===== src/rtl/pie_decoder.sv =====
// PIE downlink receiver: measures rising-edge intervals, validates delimiter/data-0/RTCAL/TRCAL
// and slices data symbols against RTCAL/2. Define PIE_GLITCH_FILTER_EN to enable the input deglitcher.
module pie_decoder #(
    parameter int unsigned CNT_WIDTH    = 8,
    parameter int unsigned DELIM_MIN    = 2,
    parameter int unsigned DELIM_MAX    = 6,
    parameter int unsigned IDLE_TIMEOUT = 128,
    parameter int unsigned SYNC_STAGES  = 2,
    parameter int unsigned GLITCH_LEN   = 2
) (
    input  logic                 clk,
    input  logic                 rst,
    input  logic                 in_pie,
    output logic                 out_dat,
    output logic                 out_vld,
    output logic [CNT_WIDTH-1:0] rtcal,
    output logic [CNT_WIDTH-1:0] trcal,
    output logic                 trcal_vld,
    output logic                 frame_active,
    output logic                 frame_done,
    output logic                 err
);

    localparam int unsigned XW = CNT_WIDTH + 2;

    localparam logic [2:0] S_IDLE  = 3'd0;
    localparam logic [2:0] S_DELIM = 3'd1;
    localparam logic [2:0] S_DATA0 = 3'd2;
    localparam logic [2:0] S_RTCAL = 3'd3;
    localparam logic [2:0] S_CAL3  = 3'd4;
    localparam logic [2:0] S_DATA  = 3'd5;

    if (SYNC_STAGES < 2) begin : g_sync_chk
        $error("SYNC_STAGES must be at least 2");
    end
    if (GLITCH_LEN < 1) begin : g_glitch_chk
        $error("GLITCH_LEN must be at least 1");
    end

    logic [SYNC_STAGES-1:0] r_sync;
    logic                   w_sync;
    logic                   w_line;
    logic                   r_line_d;
    logic [CNT_WIDTH-1:0]   r_cnt;
    logic [CNT_WIDTH-1:0]   r_lcnt;
    logic [CNT_WIDTH-1:0]   r_d0;
    logic [2:0]             r_state;

    // Preset to idle-high so reset release never creates a false edge
    always_ff @(posedge clk or posedge rst) begin
        if (rst) r_sync <= '1;
        else     r_sync <= {r_sync[SYNC_STAGES-2:0], in_pie};
    end
    assign w_sync = r_sync[SYNC_STAGES-1];

`ifdef PIE_GLITCH_FILTER_EN
    localparam int unsigned GW = $clog2(GLITCH_LEN + 1);
    logic          r_filt;
    logic [GW-1:0] r_gcnt;

    // New level accepted only after GLITCH_LEN consecutive differing samples
    always_ff @(posedge clk or posedge rst) begin
        if (rst) begin
            r_filt <= 1'b1;
            r_gcnt <= '0;
        end else if (w_sync == r_filt) begin
            r_gcnt <= '0;
        end else if (r_gcnt == GW'(GLITCH_LEN - 1)) begin
            r_filt <= w_sync;
            r_gcnt <= '0;
        end else begin
            r_gcnt <= r_gcnt + GW'(1);
        end
    end
    assign w_line = r_filt;
`else
    assign w_line = w_sync;
`endif

    logic                 w_rise;
    logic                 w_fall;
    logic [CNT_WIDTH-1:0] w_len;
    logic [CNT_WIDTH-1:0] w_llen;
    logic [CNT_WIDTH-1:0] w_pivot;
    logic [XW-1:0]        w_len_x;
    logic [XW-1:0]        w_d0x2;
    logic [XW-1:0]        w_d0x4;
    logic                 w_delim_ok;
    logic                 w_rt_ok;
    logic                 w_timeout;

    assign w_rise     = w_line & ~r_line_d;
    assign w_fall     = ~w_line & r_line_d;
    // Interval lengths at the edge cycle; counters saturate at all-ones
    assign w_len      = (r_cnt == '1)  ? r_cnt  : r_cnt + CNT_WIDTH'(1);
    assign w_llen     = (r_lcnt == '1) ? r_lcnt : r_lcnt + CNT_WIDTH'(1);
    assign w_pivot    = rtcal >> 1;
    assign w_len_x    = XW'(w_len);
    assign w_d0x2     = {1'b0, r_d0, 1'b0};
    assign w_d0x4     = {r_d0, 2'b00};
    assign w_delim_ok = (w_llen >= CNT_WIDTH'(DELIM_MIN)) && (w_llen <= CNT_WIDTH'(DELIM_MAX));
    assign w_rt_ok    = (w_len_x > w_d0x2) && (w_len_x < w_d0x4);
    assign w_timeout  = r_cnt > CNT_WIDTH'(IDLE_TIMEOUT);

    logic [2:0]           w_state_nxt;
    logic [CNT_WIDTH-1:0] w_d0_nxt;
    logic [CNT_WIDTH-1:0] w_rtcal_nxt;
    logic [CNT_WIDTH-1:0] w_trcal_nxt;
    logic                 w_tvld_nxt;
    logic                 w_fa_nxt;
    logic                 w_dat_nxt;
    logic                 w_vld_nxt;
    logic                 w_done_nxt;
    logic                 w_err_nxt;

    always_comb begin
        w_state_nxt = r_state;
        w_d0_nxt    = r_d0;
        w_rtcal_nxt = rtcal;
        w_trcal_nxt = trcal;
        w_tvld_nxt  = trcal_vld;
        w_fa_nxt    = frame_active;
        w_dat_nxt   = out_dat;
        w_vld_nxt   = 1'b0;
        w_done_nxt  = 1'b0;
        w_err_nxt   = 1'b0;
        case (r_state)
            S_IDLE: begin
                if (w_fall) w_state_nxt = S_DELIM;
            end
            S_DELIM: begin
                if (w_rise) begin
                    if (w_delim_ok) begin
                        w_state_nxt = S_DATA0;
                        w_fa_nxt    = 1'b1;
                        w_rtcal_nxt = '0;
                        w_trcal_nxt = '0;
                        w_tvld_nxt  = 1'b0;
                    end else begin
                        w_state_nxt = S_IDLE;
                    end
                end
            end
            S_DATA0, S_RTCAL, S_CAL3: begin
                if (w_rise) begin
                    w_state_nxt = S_DATA;
                    if (r_state == S_DATA0) begin
                        w_d0_nxt    = w_len;
                        w_state_nxt = S_RTCAL;
                    end else if (r_state == S_RTCAL) begin
                        if (w_rt_ok) begin
                            w_rtcal_nxt = w_len;
                            w_state_nxt = S_CAL3;
                        end else begin
                            w_err_nxt   = 1'b1;
                            w_fa_nxt    = 1'b0;
                            w_state_nxt = S_IDLE;
                        end
                    end else if (w_len > rtcal) begin
                        w_trcal_nxt = w_len;
                        w_tvld_nxt  = 1'b1;
                    end else begin
                        // Frame-sync: this interval is already the first data symbol
                        w_dat_nxt = w_len > w_pivot;
                        w_vld_nxt = 1'b1;
                    end
                end else if (w_timeout) begin
                    w_err_nxt   = 1'b1;
                    w_fa_nxt    = 1'b0;
                    w_state_nxt = S_IDLE;
                end
            end
            S_DATA: begin
                if (w_rise) begin
                    w_dat_nxt = w_len > w_pivot;
                    w_vld_nxt = 1'b1;
                end else if (r_cnt >= rtcal) begin
                    w_done_nxt  = 1'b1;
                    w_fa_nxt    = 1'b0;
                    // Low line here means the next delimiter has already begun
                    w_state_nxt = w_line ? S_IDLE : S_DELIM;
                end
            end
            default: w_state_nxt = S_IDLE;
        endcase
    end

    always_ff @(posedge clk or posedge rst) begin
        if (rst) begin
            r_state      <= S_IDLE;
            r_line_d     <= 1'b1;
            r_cnt        <= '0;
            r_lcnt       <= '0;
            r_d0         <= '0;
            rtcal        <= '0;
            trcal        <= '0;
            trcal_vld    <= 1'b0;
            frame_active <= 1'b0;
            out_dat      <= 1'b0;
            out_vld      <= 1'b0;
            frame_done   <= 1'b0;
            err          <= 1'b0;
        end else begin
            r_state      <= w_state_nxt;
            r_line_d     <= w_line;
            r_cnt        <= w_rise ? '0 : w_len;
            r_lcnt       <= w_fall ? '0 : w_llen;
            r_d0         <= w_d0_nxt;
            rtcal        <= w_rtcal_nxt;
            trcal        <= w_trcal_nxt;
            trcal_vld    <= w_tvld_nxt;
            frame_active <= w_fa_nxt;
            out_dat      <= w_dat_nxt;
            out_vld      <= w_vld_nxt;
            frame_done   <= w_done_nxt;
            err          <= w_err_nxt;
        end
    end

endmodule


===== config.mk =====
export PLATFORM = sky130hd
export DESIGN_NAME = pie_decoder
export DESIGN_NICKNAME = d
export VERILOG_FILES = /design/src/rtl/pie_decoder.sv
export SDC_FILE = /design/constraint.sdc
export NUM_CORES = 1
export LEC_CHECK = 0
export CORE_ASPECT_RATIO = 1.75
export CORE_MARGIN = 4
export CORE_UTILIZATION = 59
export CTS_BUF_LIST = sky130_fd_sc_hd__clkbuf_4 sky130_fd_sc_hd__clkbuf_8 sky130_fd_sc_hd__clkbuf_16
export CTS_CLUSTER_DIAMETER = 40
export CTS_CLUSTER_SIZE = 14
export DETAILED_ROUTE_END_ITERATION = 16
export PLACE_DENSITY = 0.82
export SYNTH_ARGS = -nofsm -noshare
export SYNTH_HDL_FRONTEND = slang
export SYNTH_SLANG_ARGS = --single-unit
export TNS_END_PERCENT = 10

===== constraint.sdc =====
create_clock -name clk -period 4.5 [get_ports clk]
set_clock_uncertainty 0.2 [all_clocks]
set_input_delay 0.675 -clock clk [delete_from_list [all_inputs] [get_ports clk]]
set_output_delay 0.675 -clock clk [all_outputs]
set_load 0.1 [all_outputs]

==> qor.yml <==
detailed_routing:
  dr.pass1.iters: 4
  ant_nets: 0
  route.vias.total: 3009
  via_per_inst: 6.07
  routedWlPerCell_um: 17.5
  wirelength_mm: 8.69
  initialDrtViolationCount: 175
  detail_route.drc_violations: 0
cts:
  worstSkewPairLatency_ps: 310
  cts_resized: 0
  clock_path_buffers: 2
  cts_tree: "built"
  cts_hold_buf: 0
  cts_sinks: 52
  cts_buffers: 5
  post-cts-setup-buffers: 0
  clkSlewWorstSetupHoldPaths_ps: 100
  root_buffer: "clkbuf_8"
  h-tree-depth: 2
logic_synthesis:
  synthTopCellsByArea: "dfrtp_1 34%, ha_1 14%, nor2_1 4.1%, nand2_1 3.7%, mux2_2 3.5%"
  ys_ff_latch: 52
  synth.most_common_cell: "dfrtp_1"
  yosysUniqueCellTypes: 59
  avgSynthCellArea_um2: 9.14
  synth-simple-area-share: 0.204
  synthTopCellsByCount: "49 x dfrtp_1, 39 x ha_1, 39 x nor2_1"
  muxShareOfSynthArea: 0.0545
  synth_cells: 392
  yosys.area.top_type: "dfrtp_1"
  synth_edf_count: 0
  synth_xor_area_frac: 0.0196
  ys.flop_type: "dfrtp_1"
  synth-compound-area-share: 0.169
  async_flop_share: 1.00
  synth_nets: 434
  netlist.area_leader.share: 0.342
  yosys_warnings: 0
  seq_area_frac_synth: 0.364
  netlist_area_um2: 3580
  synth_top_family_by_area: "simple AND/OR/NAND/NOR gates"
  synth_fa_ha_area_frac: 0.139
floorplanning:
  core_region_area_um2: 5880
  die_w_um: 66.9
  start_util: 0.609
  fp-row-count: 37
  num_io_pins: 25
  fp.dieH_um: 111
  die_area_um2: 7430
timing:
  tightest_slew_ps: 1040
  rsz0062_at_grt: "no"
  fmax_mhz: 246
  setup_viol: 0
  fin_crit_sh: 0.903
  final_max_slew_viol_count: 0
  final.setup.tns_ps: 0
  relSlewSlack: 0.304
  hold_violations: 0
  min_period_ps: 4060
critical_path:
  worstSetupPathType: "register to register"
  setup.worst_path.start_class: "register"
  worst_setup_path_end_kind: "register"
  worst-path-max-fanout: 11
  crit_arrival_ps: 4100
  worstPathRequired_ps: 4530
layout:
  instances_no_fill: 496
  diodes: 0
  syn_to_final_growth_pct: 13.0
  post-route-util: 0.689
  nets: 459
  drive_gt1_frac: 0.105
global_routing:
  gr-total-overflow: 0
  grt_pass1_wl_mm: 14.2
  grt_use_total: 0.249
  antenna_found_initial: 0
  grt_max_degree: 53
  grt_pass1_vias: 3061
flow_run:
  cap_violations: 0
power:
  cellPowerDensity_nw_per_um2: 528
  fin_total_pwr_w: 0.00214
  leakage_nw: 1.82
  irDropWorstVdd_uv: 413
outcome:
  outcome: "finished clean"
placement:
  io_buffers: 24
  globalplace.congestion: 0.931
  place_inst: 488
  dp_hpwl_mm: 6.91
min_path:
  hp-class: "register to register"
## report_power, final
part           total (W)  switching [W]  leakage [nW]  internal, W
clock network   0.000385       0.000161        0.0687     0.000224
logic            0.00111       0.000693          1.06     0.000420
registers       0.000640       0.000101         0.694     0.000539
total            0.00214       0.000956          1.82      0.00118
## placed cells by master, fill, tap and decap left out, types with 2 or more instances in the layout
| cell type | n |
|---|---|
| a211oi_1 | 5 |
| a21oi_1 | 22 |
| a22oi_1 | 2 |
| a31oi_1 | 11 |
| and3_1 | 11 |
| and4b_1 | 2 |
| buf_4 | 7 |
| bufinv_16 | 2 |
| clkbuf_8 | 5 |
| clkdlybuf4s50_1 | 24 |
| dfrtp_1 | 49 |
| dfstp_2 | 3 |
| ha_1 | 39 |
| inv_1 | 29 |
| inv_2 | 2 |
| mux2_2 | 11 |
| mux2i_1 | 6 |
| nand2_1 | 35 |
| nand2b_1 | 4 |
| nand3_1 | 6 |
| nand4_1 | 6 |
| nand4b_1 | 2 |
| nor2_1 | 39 |
| nor2_4 | 2 |
| nor2b_1 | 7 |
| nor3_1 | 5 |
| nor3b_1 | 2 |
| nor4_1 | 4 |
| o211ai_1 | 4 |
| o21a_1 | 5 |
| o21ai_0 | 23 |
| o2bb2ai_1 | 2 |
| o31a_1 | 3 |
| or2_2 | 2 |
| or3_1 | 5 |
| xnor2_1 | 5 |
| xor2_1 | 3 |
## path summary, 6_finish.rpt
kind	from	endpoint	slack (ps)	depth (start not counted)
worst max register to register	r_cnt[0]$_DFF_PP0_	rtcal[3]$_DFFE_PP0P_	440	13
min in group asynchronous	rst	trcal[0]$_DFFE_PP0P_	740	2
max in group asynchronous	rst	rtcal[0]$_DFFE_PP0P_	2710	2
worst max-delay path	r_cnt[0]$_DFF_PP0_	rtcal[3]$_DFFE_PP0P_	440	13
worst min register to register	r_sync[0]$_DFF_PP1_	r_sync[1]$_DFF_PP1_	160	0
worst min-delay path	r_sync[0]$_DFF_PP1_	r_sync[1]$_DFF_PP1_	160	0
## per-layer routing
| layer | vias up | global-route usage | part of all wire |
|---|---|---|---|
| li1 | 1458 | - | - |
| met2 | 82 | 0.456 | 0.56 |
| met5 | - | 0 | 0 |
| met4 | 0 | 0.152 | 0.049 |
| met1 | 1438 | 0.254 | 0.36 |
| met3 | 31 | 0.0294 | 0.030 |
## per-stage QoR
step	setup slack [ps]	instance area, µm²	hold slack, ps
after floorplan	690	3580	145
after global placement	684	3910	147
after detailed placement	525	3910	151
after CTS	486	4050	165
after global routing	75.0	4050	168
final	437	4050	163
## cell type report
cell class	count	area, µm²
Multi-Input combinational cell	296	2100
Fill cell	493	1830
Sequential cell	52	1310
Timing Repair Buffer	31	293
Inverter	31	116
Tap cell	78	97.6
Clock buffer	5	68.8
Clock inverter	3	68.8
## sequential cells by signal, summed over array words and instances (netlist names)
register and flops:
err 1, frame_active 1, frame_done 1, out_dat 1, out_vld 1, r_cnt 8
r_d0 8, r_lcnt 8, r_line_d 1, r_state 3, r_sync 2, rtcal 8
trcal 8, trcal_vld 1
## worst max-delay path, cell delays in order, from the launching register on
cell and delay, ps:
dfrtp_1 440, ha_1 310, nand3_2 180, o21ai_0 200
mux2i_1 120, inv_1 180, ha_1 270, a211oi_1 330
nand4b_1 140, o211a_1 250, nor4_4 330, nand4_1 400
or3_1 480, a21oi_1 160
## cells by family after synthesis
group | count (synthesis)
muxes | 18
buffers and inverters | 44
DFF | 52
adders and majority gates | 40
and+or+nand+nor | 139
xor gates and xnor gates | 8
AOI/OAI and AO/OA | 91
No activity file was read; power rests on OpenSTA's default activity.
